### config.mk
export PLATFORM = sky130hd
export DESIGN_NAME = mem_access_ctrl_flat
export DESIGN_NICKNAME = d
export VERILOG_FILES = /design/src/rtl/mem_access_ctrl_if.sv /design/src/rtl/mem_access_ctrl.sv /design/src/flat_wrapper.sv
export SDC_FILE = /design/constraint.sdc
export NUM_CORES = 1
export LEC_CHECK = 0
export ABC_CLOCK_PERIOD_IN_PS = 4800
export CAP_MARGIN = 10
export CORE_MARGIN = 2
export CORE_UTILIZATION = 38
export CTS_BUF_LIST = sky130_fd_sc_hd__clkbuf_4
export DETAILED_ROUTE_END_ITERATION = 6
export PLACE_DENSITY = 0.78
export SYNTH_ARGS = -nofsm -noshare
export SYNTH_HDL_FRONTEND = slang
export SYNTH_SLANG_ARGS = --single-unit
### constraint.sdc
create_clock -name CLK -period 4.8 [get_ports CLK]
set_input_delay 1.44 -clock CLK [delete_from_list [all_inputs] [get_ports CLK]]
set_output_delay 1.44 -clock CLK [all_outputs]
set_load 0.03 [all_outputs]
### src/rtl/mem_access_ctrl_if.sv
// ============================================================================
// Module      : mem_access_ctrl_if
// Description : Bundle of the EX/MEM request side, the dcache side and the
//               status outputs of the memory access controller.
//               master : the controller itself.
//               slave  : the surrounding pipeline / dcache.
// Ports       : dren_in, dwen_in, addr_in, store_in, halt_in, flush  (EX/MEM)
//               dhit, dmemload, dmemREN, dmemWEN, dmemaddr, dmemstore (dcache)
//               stall, load_data, mem_done, halt_out, timeout,
//               protocol_err, access_cnt                             (status)
// Revision    : 1.0 - initial release
// ============================================================================
`default_nettype none

interface mem_access_ctrl_if #(
  parameter int CNT_W = 16
);
  logic             dren_in;
  logic             dwen_in;
  logic [31:0]      addr_in;
  logic [31:0]      store_in;
  logic             halt_in;
  logic             flush;
  logic             dhit;
  logic [31:0]      dmemload;
  logic             dmemREN;
  logic             dmemWEN;
  logic [31:0]      dmemaddr;
  logic [31:0]      dmemstore;
  logic             stall;
  logic [31:0]      load_data;
  logic             mem_done;
  logic             halt_out;
  logic             timeout;
  logic             protocol_err;
  logic [CNT_W-1:0] access_cnt;

  modport master (
    input  dren_in, dwen_in, addr_in, store_in, halt_in, flush, dhit, dmemload,
    output dmemREN, dmemWEN, dmemaddr, dmemstore, stall, load_data, mem_done,
           halt_out, timeout, protocol_err, access_cnt
  );

  modport slave (
    output dren_in, dwen_in, addr_in, store_in, halt_in, flush, dhit, dmemload,
    input  dmemREN, dmemWEN, dmemaddr, dmemstore, stall, load_data, mem_done,
           halt_out, timeout, protocol_err, access_cnt
  );
endinterface

`default_nettype wire

### src/rtl/mem_access_ctrl.sv
// ============================================================================
// Module      : mem_access_ctrl
// Description : Consumer end of the EX/MEM latch. Turns a latched load/store
//               request into a held dcache request, waits for dhit, returns
//               load data to MEM/WB and stalls the pipeline until the access
//               retires. Handles halt, flush and a dhit watchdog.
// Parameters  : MAX_WAIT - ACCESS cycles without dhit before timeout (>= 2)
//               CNT_W    - width of the retired-access counter (must match
//                          the interface instance)
// Ports       : CLK  - clock, rising edge
//               RST  - synchronous reset, active-high
//               bus  - mem_access_ctrl_if.master (request, dcache, status)
// Revision    : 1.0 - initial release
// ============================================================================
`default_nettype none

module mem_access_ctrl #(
  parameter int MAX_WAIT = 256,
  parameter int CNT_W    = 16
) (
  input  logic                CLK,
  input  logic                RST,
  mem_access_ctrl_if.master   bus
);

  localparam int                    c_WAIT_W    = $clog2(MAX_WAIT);
  localparam logic [c_WAIT_W-1:0]   c_WAIT_LAST = c_WAIT_W'(MAX_WAIT - 1);

  typedef enum logic [1:0] {
    S_IDLE   = 2'd0,
    S_ACCESS = 2'd1,
    S_DONE   = 2'd2,
    S_HALTED = 2'd3
  } state_t;

  state_t              r_state;
  logic                r_ren;
  logic                r_wen;
  logic [31:0]         r_addr;
  logic [31:0]         r_store;
  logic [31:0]         r_load;
  logic                r_mem_done;
  logic                r_halt;
  logic                r_timeout;
  logic                r_flushed;
  logic [c_WAIT_W-1:0] r_wait;
  logic [CNT_W-1:0]    r_cnt;

  logic                w_op;
  logic                w_launch;
  logic                w_discard;

  assign w_op      = bus.dren_in | bus.dwen_in;
  assign w_launch  = (r_state == S_IDLE) && w_op && !bus.flush;
  // A flush in the same cycle as dhit still discards the completion.
  assign w_discard = r_flushed | bus.flush;

  // Stall must rise in the launch cycle itself so EX/MEM holds the op
  // while the request is being latched.
  assign bus.stall        = w_launch || (r_state == S_ACCESS);
  assign bus.protocol_err = w_launch && bus.dren_in && bus.dwen_in;

  assign bus.dmemREN    = r_ren;
  assign bus.dmemWEN    = r_wen;
  assign bus.dmemaddr   = r_addr;
  assign bus.dmemstore  = r_store;
  assign bus.load_data  = r_load;
  assign bus.mem_done   = r_mem_done;
  assign bus.halt_out   = r_halt;
  assign bus.timeout    = r_timeout;
  assign bus.access_cnt = r_cnt;

  always_ff @(posedge CLK) begin
    if (RST) begin
      r_state    <= S_IDLE;
      r_ren      <= 1'b0;
      r_wen      <= 1'b0;
      r_addr     <= '0;
      r_store    <= '0;
      r_load     <= '0;
      r_mem_done <= 1'b0;
      r_halt     <= 1'b0;
      r_timeout  <= 1'b0;
      r_flushed  <= 1'b0;
      r_wait     <= '0;
      r_cnt      <= '0;
    end else begin
      r_mem_done <= 1'b0;
      case (r_state)
        S_IDLE: begin
          if (w_launch) begin
            r_addr    <= bus.addr_in;
            r_store   <= bus.store_in;
            // Read wins when both request bits are set.
            r_ren     <= bus.dren_in;
            r_wen     <= bus.dwen_in & ~bus.dren_in;
            r_flushed <= 1'b0;
            r_wait    <= '0;
            r_state   <= S_ACCESS;
          end else if (!w_op && bus.halt_in) begin
            r_halt  <= 1'b1;
            r_state <= S_HALTED;
          end
        end
        S_ACCESS: begin
          // Flush never aborts an in-flight dcache request; it only
          // suppresses the retirement side effects.
          if (bus.flush) begin
            r_flushed <= 1'b1;
          end
          if (bus.dhit) begin
            r_ren   <= 1'b0;
            r_wen   <= 1'b0;
            r_state <= S_DONE;
            if (!w_discard) begin
              r_mem_done <= 1'b1;
              if (r_ren) begin
                r_load <= bus.dmemload;
              end
              if (r_cnt != {CNT_W{1'b1}}) begin
                r_cnt <= r_cnt + CNT_W'(1);
              end
            end
          end else if (r_wait == c_WAIT_LAST) begin
            // Watchdog only flags; the request keeps waiting for dhit.
            r_timeout <= 1'b1;
          end else begin
            r_wait <= r_wait + c_WAIT_W'(1);
          end
        end
        S_DONE: begin
          r_state <= S_IDLE;
        end
        S_HALTED: begin
          r_state <= S_HALTED;
        end
        default: begin
          r_state <= S_IDLE;
        end
      endcase
    end
  end

endmodule

`default_nettype wire
### src/flat_wrapper.sv
// flat-port wrapper written by rule: the top's interface ports become plain ports
module mem_access_ctrl_flat 
#(
  parameter int MAX_WAIT = 256,
  parameter int CNT_W    = 16
)
  (CLK, RST, bus_dren_in, bus_dwen_in, bus_addr_in, bus_store_in, bus_halt_in, bus_flush, bus_dhit, bus_dmemload, bus_dmemREN, bus_dmemWEN, bus_dmemaddr, bus_dmemstore, bus_stall, bus_load_data, bus_mem_done, bus_halt_out, bus_timeout, bus_protocol_err, bus_access_cnt);
  mem_access_ctrl_if #(.CNT_W(CNT_W)) bus_i ();
  input  logic CLK;
  input  logic RST;
  input wire logic [$bits(bus_i.dren_in)-1:0] bus_dren_in;
  input wire logic [$bits(bus_i.dwen_in)-1:0] bus_dwen_in;
  input wire logic [$bits(bus_i.addr_in)-1:0] bus_addr_in;
  input wire logic [$bits(bus_i.store_in)-1:0] bus_store_in;
  input wire logic [$bits(bus_i.halt_in)-1:0] bus_halt_in;
  input wire logic [$bits(bus_i.flush)-1:0] bus_flush;
  input wire logic [$bits(bus_i.dhit)-1:0] bus_dhit;
  input wire logic [$bits(bus_i.dmemload)-1:0] bus_dmemload;
  output wire logic [$bits(bus_i.dmemREN)-1:0] bus_dmemREN;
  output wire logic [$bits(bus_i.dmemWEN)-1:0] bus_dmemWEN;
  output wire logic [$bits(bus_i.dmemaddr)-1:0] bus_dmemaddr;
  output wire logic [$bits(bus_i.dmemstore)-1:0] bus_dmemstore;
  output wire logic [$bits(bus_i.stall)-1:0] bus_stall;
  output wire logic [$bits(bus_i.load_data)-1:0] bus_load_data;
  output wire logic [$bits(bus_i.mem_done)-1:0] bus_mem_done;
  output wire logic [$bits(bus_i.halt_out)-1:0] bus_halt_out;
  output wire logic [$bits(bus_i.timeout)-1:0] bus_timeout;
  output wire logic [$bits(bus_i.protocol_err)-1:0] bus_protocol_err;
  output wire logic [$bits(bus_i.access_cnt)-1:0] bus_access_cnt;
  assign bus_i.dren_in = bus_dren_in;
  assign bus_i.dwen_in = bus_dwen_in;
  assign bus_i.addr_in = bus_addr_in;
  assign bus_i.store_in = bus_store_in;
  assign bus_i.halt_in = bus_halt_in;
  assign bus_i.flush = bus_flush;
  assign bus_i.dhit = bus_dhit;
  assign bus_i.dmemload = bus_dmemload;
  assign bus_dmemREN = bus_i.dmemREN;
  assign bus_dmemWEN = bus_i.dmemWEN;
  assign bus_dmemaddr = bus_i.dmemaddr;
  assign bus_dmemstore = bus_i.dmemstore;
  assign bus_stall = bus_i.stall;
  assign bus_load_data = bus_i.load_data;
  assign bus_mem_done = bus_i.mem_done;
  assign bus_halt_out = bus_i.halt_out;
  assign bus_timeout = bus_i.timeout;
  assign bus_protocol_err = bus_i.protocol_err;
  assign bus_access_cnt = bus_i.access_cnt;
  mem_access_ctrl #(.MAX_WAIT(MAX_WAIT), .CNT_W(CNT_W)) u_core (.CLK(CLK), .RST(RST), .bus(bus_i));
endmodule
==> impl_metrics.csv <==
group,metric,value,unit
power,power.share.combinational,0.305,
logic_synthesis,synthesis.instances,645,
finish,design_area,7770,um2
finish,drive_gt1_frac,0.0602,
critical_path,worstPathBufferInverterCount,2,
drt,routed_via_density,4.95,
critical_path,worst_ep_arrival_time,2.98,ns
sta,fmax,226,MHz
finish,final_cell_count_no_fill,1041,
floorplanning,i_o_pin_cnt,222,
critical_path,critical-path-max-stage-delay,0.67,ns
clocking,clk_pin_slew_worst_paths,0.10,ns
power,powerDensity,376,nW/um2
logic_synthesis,synthDominantAreaCellType,"sky130_fd_sc_hd__dfxtp_1",
clocking,cts_hold_repair.buffers,0,
global_route,grt_max_degree,78,
critical_path,critical_path.cell_chain,"clkdlybuf4s50_1 > nor2b_1 > and3_1 > clkdlybuf4s50_1",
critical_path,crit_fanout,5,
sta,finalMaxSlewViolations,0,
critical_path,most_numerous_cell_on_the_critical_path,"sky130_fd_sc_hd__clkdlybuf4s50_1",
sta,hold_viol_final,0,
clocking,cts_max_path_buffers,2,
global_route,total_gr_overflow,0,
logic_synthesis,synth.area.top_cells,"sky130_fd_sc_hd__dfxtp_1 (50%), sky130_fd_sc_hd__nand2_1 (16%), sky130_fd_sc_hd__a21oi_1 (11%)",
drt,initialDrtViolationCount,416,
clocking,clock_insertion_delay_at_the_later_pin_of_the_skew_report,0.54,ns
placed_design,placed_area,7460,um2
clocking,ctsHtreeMaxLevel,4,
job,drv.max_cap_violation_count,0,
finish,finalCoreUtilization,0.589,
placed_design,gp_routability_congestion,0.850,
clocking,cts_tree,"yes",
critical_path,worstSetupPathType,"input port to output pin",
global_route,grtUsageTotal,0.205,
floorplanning,floorplan.die.height,120,um
power,irDropWorstVdd,0.270,mV
sta,fin_setup_tns,0,ns
critical_path,slowest_stage,"sky130_fd_sc_hd__clkdlybuf4s50_1",
logic_synthesis,yosys_top_cell_area_share,0.500,
power,power.net_switching,0.983,mW
critical_path,cpLargestDelayFamily,"buffers and inverters",
min_path,worst_hold_path_type,"flop to flop",
power,sw_frac_of_total,0.337,
floorplanning,core_area,13200,um2
logic_synthesis,synth_area_per_cell,7.94,um2
status,status,"finished, final reports clean",
power,clockPowerShare,0.274,
clocking,ctsResizeCount,0,
sta,worstMarginPinSlew,0.784,ns
critical_path,critPathRequiredTime,3.36,ns
critical_path,startpoint_type,"input port",
finish,nNetsFinal,960,
power,seq_power_share,0.421,
logic_synthesis,synth-warning-count,0,
global_route,global_route_wire_length_before_repair,23500,um
placed_design,port-buffer-count,221,
sta,finClkSkew,0.0142,ns
drt,drc,0,
drt,antenna_violating_nets_post_route,0,
critical_path,cp-end-kind,"output pin",
clocking,postCtsSetupBuffers,0,
sta,final_setup_violations,0,
drt,dr_total_vias,5158,
clocking,numClockSinks,128,
sta,final_critical_path_setup_slack,0.379,ns
sta,grt_setup_unrepaired,"no",
drt,detailedRoute.firstPassIterationCount,4,
global_route,antenna_found_initial,1,
logic_synthesis,netlist_area,5120,um2
finish,layout_commonest_cell,"sky130_fd_sc_hd__clkdlybuf4s50_1",
floorplanning,start_util,0.388,
floorplanning,fp-row-count,42,
logic_synthesis,syn_nets,753,
power,internal-power,1.94,mW
floorplanning,die_area,14400,um2
clocking,cts_root_buffer,"sky130_fd_sc_hd__clkbuf_4",
global_route,first_global_vias,4809,
finish,layout.cells.most_common_list,"sky130_fd_sc_hd__clkdlybuf4s50_1 (219), sky130_fd_sc_hd__nand2_1 (214), sky130_fd_sc_hd__dfxtp_1 (128), sky130_fd_sc_hd__a21oi_1 (113), sky130_fd_sc_hd__clkbuf_4 (18)",
drt,routed_wire_length_per_instance,13.9,um
logic_synthesis,synth.lib_cells_used.distinct,51,
clocking,cts_inserted_buffers,17,
sta,min_period,4.42,ns
placed_design,numPlacedInstances,1009,
logic_synthesis,synth_seq_area_share,0.500,
finish,syn2layout_area_growth,51.6,%
sta,min_period_over_period,0.921,
placed_design,post-dp-hpwl,10000,um
placed_design,place_ws,0.380,ns
floorplanning,dieWidth,120,um
drt,final_wl,14500,um
logic_synthesis,synth.ff_latch_count,128,
power,p_leak,2.66,nW
sta,timing.max_slew.rel_slack,0.478,
## stage by stage
stage | hold slack (ns) | total power, mW
2_1_floorplan | 0.458 | 1.78
3_3_place_gp | 0.440 | 2.14
3_5_place_dp | 0.446 | 2.14
4_1_cts | 0.460 | 2.94
5_1_grt | 0.471 | 3.08
6_report | 0.457 | 2.92
## final timing paths
path,from,end,slack (ns),cells past startpoint
worst max register to register,u_core.r_state[1]$_SDFFE_PP0P_,u_core.bus.access_cnt[8]$_SDFFE_PP0P_,2.37,6
worst min register to register,u_core.bus.load_data[12]$_SDFFE_PP0P_,u_core.bus.load_data[12]$_SDFFE_PP0P_,0.46,2
worst max-delay path,bus_flush,bus_protocol_err,0.38,4
worst min-delay path,u_core.bus.load_data[12]$_SDFFE_PP0P_,u_core.bus.load_data[12]$_SDFFE_PP0P_,0.46,2
## per-layer routing
layer / global-route usage / vias up / wire length (um)
met5: 0 / - / 0
met4: 0.0669 / 0 / 223
met3: 0.106 / 22 / 1650
met2: 0.320 / 191 / 6550
met1: 0.244 / 2333 / 6090
li1: - / 2612 / -
## logic make-up after synthesis
family	share of synthesized area
AND/OR/NAND/NOR	0.263
buffers and inverters	0.0396
flip-flops	0.500
AO/OA/AOI/OAI	0.168
adder cells (fa/ha/maj)	0.0122
multiplexers	0.0151
XOR/XNOR	0.00171
## sequential cells by signal (all words and copies together) (netlist names), 2 cells and up
name,count
u_core.r_state,2
u_core.bus.dmemaddr,32
u_core.bus.access_cnt,16
u_core.bus.load_data,32
u_core.bus.dmemstore,32
u_core.r_wait,8
## power by group through the flow
stage | Sequential [mW] | Combinational (mW) | Clock (mW)
detailed placement | 1.25 | 0.893 | 0
global route | 1.24 | 0.970 | 0.866
CTS | 1.23 | 0.899 | 0.817
floorplan | 1.43 | 0.343 | 0
global placement | 1.25 | 0.892 | 0
finish | 1.23 | 0.891 | 0.799
## final cells by class
cell class	count	area, um2
inverter	7	26.3
clock buffer	18	135
sequential	128	2560
multi-input combinational	468	2380
antenna	1	2.50
tap	176	220
clock inverter	13	170
timing repair buffer	230	2270
fill	1203	5420
## worst min-delay path, cell delays in order (launching register included)
cell and delay [ns]:
sky130_fd_sc_hd__dfxtp_1 0.32, sky130_fd_sc_hd__nand2_1 0.05, sky130_fd_sc_hd__a21oi_1 0.05
## Yosys cell counts (all sizes together)
library cell and count:
a22oi 1, clkbuf 29, inv 7, dfxtp 128, o31a 1, and4bb 1
buf 13, mux2i 4, or3b 1, nor3 8, nand2b 2, a311o 1
a311oi 1, and3 4, nand3b 2, mux2 3, o31ai 4, o21bai 2
nand4bb 1, nand4 9, and4 4, ha 5, xor2 1, nor2 18
and2 4, nand4b 2, a2111oi 1, a21o 4, nand2 214, o2111ai 1
o211ai 1, o21ai 8, nor4 4, o311ai 2, a21oi 113, or3 3
nor2b 6, or4 6, a211oi 2, a31oi 12, nand3 12
Note: power is estimated with default switching activity, not from simulation.
